===== src/rtl/pc_next_unit_pkg.sv =====
// pc_next_unit_pkg: next-PC opcode, reset PC and fetch-redirect FSM encodings
package pc_next_unit_pkg;
  typedef enum logic [1:0] {
    NPC_PLUS4    = 2'b00,
    NPC_BRANCH   = 2'b01,
    NPC_JUMP_IMM = 2'b10,
    NPC_JUMP_REG = 2'b11
  } npc_op_e;
  typedef enum logic {
    PCU_RUN  = 1'b0,
    PCU_PEND = 1'b1
  } pcu_state_e;
  localparam logic [31:0] PC_RESET_DEFAULT = 32'h0000_3000;
endpackage


===== src/rtl/pc_next_unit_npc_target_calc.sv =====
// npc_target_calc: branch/jump/register target and JR misalignment from ID operands
module npc_target_calc
  import pc_next_unit_pkg::*;
(
  input  logic [1:0]  ID_NPCOp,
  input  logic [31:0] ID_PC,
  input  logic [15:0] ID_Imm16,
  input  logic [25:0] ID_Imm26,
  input  logic [31:0] ID_RegData,
  output logic [31:0] target,
  output logic        misalign
);
  logic [31:0] pc4;
  always_comb begin
    pc4      = ID_PC + 32'd4;
    target   = ID_NPCOp == NPC_BRANCH   ? pc4 + {{14{ID_Imm16[15]}}, ID_Imm16, 2'b00} :
               ID_NPCOp == NPC_JUMP_IMM ? {pc4[31:28], ID_Imm26, 2'b00} :
                                          {ID_RegData[31:2], 2'b00};
    misalign = (ID_NPCOp == NPC_JUMP_REG) & |ID_RegData[1:0];
  end
endmodule


===== src/rtl/pc_next_unit.sv =====
// pc_next_unit: PC register with redirect steering, busy-memory pending target and IF flush
module pc_next_unit
  import pc_next_unit_pkg::*;
#(
  parameter logic [31:0] RESET_PC = PC_RESET_DEFAULT
) (
  input  logic        clk,
  input  logic        rst,
  input  logic [1:0]  ID_NPCOp,
  input  logic        ID_Valid,
  input  logic [31:0] ID_PC,
  input  logic [15:0] ID_Imm16,
  input  logic [25:0] ID_Imm26,
  input  logic [31:0] ID_RegData,
  input  logic        PC_Write,
  input  logic        IM_Ready,
  output logic [31:0] PC,
  output logic [31:0] PCPlus4,
  output logic        IF_Flush,
  output logic        PC_Misalign
);
  logic [31:0] pc_q, pc_d, pend_pc_q, pend_pc_d, target;
  pcu_state_e  state_q, state_d;
  logic        req, misalign;
  npc_target_calc u_calc (
    .ID_NPCOp  (ID_NPCOp),
    .ID_PC     (ID_PC),
    .ID_Imm16  (ID_Imm16),
    .ID_Imm26  (ID_Imm26),
    .ID_RegData(ID_RegData),
    .target    (target),
    .misalign  (misalign)
  );
  // A new request always wins over a held target; a stall freezes everything.
  always_comb begin
    req         = ID_Valid & PC_Write & (ID_NPCOp != NPC_PLUS4);
    pc_d        = !PC_Write ? pc_q :
                  req       ? (IM_Ready ? target : pc_q) :
                  !IM_Ready ? pc_q :
                  state_q == PCU_PEND ? pend_pc_q : pc_q + 32'd4;
    pend_pc_d   = (req & !IM_Ready) ? target : pend_pc_q;
    state_d     = !PC_Write ? state_q :
                  req       ? (IM_Ready ? PCU_RUN : PCU_PEND) :
                  IM_Ready  ? PCU_RUN : state_q;
    IF_Flush    = !rst & PC_Write & IM_Ready & (req | (state_q == PCU_PEND));
    PC_Misalign = !rst & req & misalign;
    PC          = pc_q;
    PCPlus4     = pc_q + 32'd4;
  end
  always_ff @(posedge clk) begin
    if (rst) begin
      pc_q      <= RESET_PC;
      pend_pc_q <= '0;
      state_q   <= PCU_RUN;
    end else begin
      pc_q      <= pc_d;
      pend_pc_q <= pend_pc_d;
      state_q   <= state_d;
    end
  end
endmodule


===== config.mk =====
export PLATFORM = sky130hd
export DESIGN_NAME = pc_next_unit
export DESIGN_NICKNAME = d
export VERILOG_FILES = /design/src/rtl/pc_next_unit_pkg.sv /design/src/rtl/pc_next_unit_npc_target_calc.sv /design/src/rtl/pc_next_unit.sv
export SDC_FILE = /design/constraint.sdc
export NUM_CORES = 1
export LEC_CHECK = 0
export CAP_MARGIN = 20
export CORE_ASPECT_RATIO = 1.2
export CORE_MARGIN = 4
export CORE_UTILIZATION = 50
export CTS_CLUSTER_DIAMETER = 200
export CTS_CLUSTER_SIZE = 28
export DETAILED_ROUTE_END_ITERATION = 16
export PLACE_DENSITY = 0.83
export SYNTH_ARGS = -nofsm -noshare
export SYNTH_HDL_FRONTEND = slang
export SYNTH_SLANG_ARGS = --single-unit

===== constraint.sdc =====
create_clock -name clk -period 5.4 [get_ports clk]
set_input_delay 1.62 -clock clk [delete_from_list [all_inputs] [get_ports clk]]
set_output_delay 1.62 -clock clk [all_outputs]
set_load 0.02 [all_outputs]

==> metrics.csv, run 1 <==
stage,metric,value,unit
run_status,status,"finished, final reports clean",
cells_and_area,fillers,1068,
cts,root_buffer,clkbuf_16,
sta,slew_viol_final,0,
cells_and_area,mostFrequentLayoutCells,"clkdlybuf4s50_1, nand2_1, a21oi_1, nor2_1, dfxtp_1",
synthesis,yosys.area.top_type,dfxtp_1,
synthesis,synth.distinct_cells,67,
cells_and_area,final_cell_area,8692,µm²
cts,cts_sinks,65,
floorplan,dieArea,14520,µm²
synthesis,synth_area_leaders,"dfxtp_1, ha_1, mux2i_1",
power_and_ir_drop,finalPower,1744,µW
power_and_ir_drop,power_leakage,0.003499,µW
synthesis,synth_flop_cell,dfxtp_1,
global_route,gr-total-overflow,0,
floorplan,die_x,110.7,µm
hold_path,min_path_type,flip-flop to flip-flop,
worst_setup_path,rr_startpoint,PC[4],
worst_setup_path,startpoint,ID_PC[2],
floorplan,coreArea,12220,µm²
cts,cts.clk_slew.worst_paths,0.05,ns
sta,fin_crit_sh,0.9331,
place,io_buffer_count,178,
cts,numCtsBuffers,9,
synthesis,yosys_register_bits,65,
sta,fin_worst_skew,0.005607,ns
drt,via_per_inst,5.945,
place,placedInstanceArea,8358,µm²
floorplan,initial_core_util,0.5176,
global_route,grt_usage,0.2759,
sta,relSlewSlack,0.4553,
synthesis,synth_edf_count,0,
cells_and_area,final_common_cell,clkdlybuf4s50_1,
worst_setup_path,cp_max_fo,6,
global_route,grt_max_degree,46,
synthesis,synth_seq_area_share,0.2057,
synthesis,ys_async_sr_fraction,0,
global_route,antenna_found_initial,1,
job,max-cap-violations,0,
place,routabilityCongestion,0.9583,
worst_setup_path,cp.arrival,5.22,ns
cts,ctsHoldBuffers,0,
power_and_ir_drop,power_density,200.6,nW/µm²
synthesis,syn_area_per_cell,7.313,µm²
cts,cts_setup_buffers,0,
sta,worst_slew_pin_slew,0.8162,ns
synthesis,netlist_area,6326,µm²
sta,rsz0062_at_grt,false,
drt,first_pass_iters,5,
place,dp.final_hpwl,16460,µm
drt,drtAntennaViolNets,0,
drt,initialDrtViolationCount,431,
drt,drt_wl_total,20870,µm
global_route,grt_pass1_vias,6824,
synthesis,synth_top_area_share,0.2057,
cells_and_area,syn2layout_area_growth,37.40,%
sta,period_minus_slack,5.039,ns
synthesis,synth_cells,865,
sta,whs,0.4495,ns
worst_setup_path,rrSetupSlack,2.76,ns
worst_setup_path,setup.worst_path.class,input pin to flip-flop,
sta,setup_viol,0,
global_route,grt_first_pass_wirelength,33760,µm
cells_and_area,drive_gt1_frac,0.07457,
cts,tritoncts,done,
synthesis,synthesis.nets,1015,
worst_setup_path,cp.required,5.58,ns
sta,fmax,0.1985,GHz
worst_setup_path,start_kind,input pin,
sta,finalHoldViolCount,0,
cts,cts_max_level,3,
power_and_ir_drop,ir_worst_vdd,0.0001671,V
drt,routed-via-count,7182,
cells_and_area,nNetsFinal,1191,
worst_setup_path,end_kind,flip-flop,
cts,cts_max_path_buffers,2,
floorplan,rows,44,
sta,tns,0,ns
drt,post_drt_wl_per_cell,17.27,µm
floorplan,io_pins,179,
cells_and_area,fin_util,0.7112,
hold_path,hp-start,pend_pc_q[7],
cts,insertion_delay,0.33,ns
floorplan,die_h,131.2,µm
synthesis,ys_warn_count,0,
drt,drc_errors,0,
-- where the power goes --
part           internal, µW  switching (µW)  leakage (µW)  total [µW]
sequential              502            24.6      0.000530         527
combinational           290             328       0.00282         618
clock                   394             204      0.000153         599
-- per-stage QoR --
step                      setup WS (ns)  cells
after floorplan                  0.7627    865
after global placement        -0.007496   1190
after detailed placement       -0.05186   1190
after CTS                        0.2879   1206
after global routing          0.0008136   1208
final                            0.3613   1208
-- final timing paths --
path | endpoint | cells past startpoint
worst max-delay path | pend_pc_q[27] | 16
worst min-delay path | pend_pc_q[7] | 2
worst max register to register | PC[23] | 9
worst min register to register | pend_pc_q[7] | 2
-- worst max-delay path, cell delays in order --
cell and delay (ns):
clkdlybuf4s50_1 0.57, ha_1 0.24, nand2_1 0.08, nor2_1 0.34, nand3_1 0.15, xnor2_1 0.15
ha_1 0.38, and3_1 0.28, nand2b_1 0.08, a211o_1 0.30, nand3_1 0.14, nand2_1 0.11
o31a_1 0.26, xnor2_1 0.13, o221ai_1 0.23, o22ai_1 0.14
-- flip-flops by register name (all words and copies together), names as in the netlist --
register and count:
pend_pc_q 32, state_q 1, PC 32
-- kinds of logic (layout without fill, tap and decap cells) --
group | count (synthesis) | count (layout) | share of synthesized area
AOI/OAI and AO/OA | 248 | 248 | 0.2470
xor gates and xnor gates | 77 | 77 | 0.1066
adders and majority gates | 37 | 37 | 0.07437
buffers and inverters | 61 | 242 | 0.03738
DFF | 65 | 65 | 0.2057
muxes | 52 | 52 | 0.08386
other | 0 | 1 | 0
and+or+nand+nor | 325 | 325 | 0.2451
-- cells in the mapped netlist, types with 9 or more instances --
cell	count
nand2_1	116
a21oi_1	78
nor2_1	71
dfxtp_1	65
o21ai_0	56
xnor2_1	50
mux2i_1	44
clkbuf_1	39
ha_1	36
nand3_1	36
xor2_1	27
a211oi_1	22
and3_1	18
nor3_1	18
nand4_1	16
nor2b_1	15
inv_1	14
o22ai_1	12
a31oi_1	10
a21o_1	9
-- final cells by class --
cell class / instances / area (µm²) / area share
diodes: 1 / 2.502 / 0.0002879
clock buffers: 14 / 274.0 / 0.03152
well taps: 161 / 201.4 / 0.02318
inverters: 16 / 60.06 / 0.006909
flip-flops and latches: 65 / 1301 / 0.1497
multi-input cells: 739 / 4802 / 0.5525
repair buffers: 210 / 2016 / 0.2319
clock inverters: 2 / 35.03 / 0.004031
-- per-layer routing --
metal	share of wire	wire, µm	GRT usage
met5	0	0	0
met4	0.033	694	0.1068
met3	0.066	1371	0.03036
met2	0.49	10250	0.4875
met1	0.41	8551	0.3426
-- what timing repair did --
| item | CTS | global route |
|---|---|---|
| hold endpoints to repair | 0 | 0 |
| setup endpoints to repair | 0 | 6 |
| gates resized for setup | 0 | 3 |
Note: power is estimated with default switching activity, not from simulation.
==> run 2: changes to the inputs <==
--- a/config.mk
+++ b/config.mk
@@ -13,6 +13,7 @@
 export CTS_CLUSTER_SIZE = 28
 export DETAILED_ROUTE_END_ITERATION = 16
 export PLACE_DENSITY = 0.83
+export SLEW_MARGIN = 10
 export SYNTH_ARGS = -nofsm -noshare
 export SYNTH_HDL_FRONTEND = slang
 export SYNTH_SLANG_ARGS = --single-unit
==> results of run 2 <==
Same layout as run 1: the final DEF is identical, and so are final timing and power.
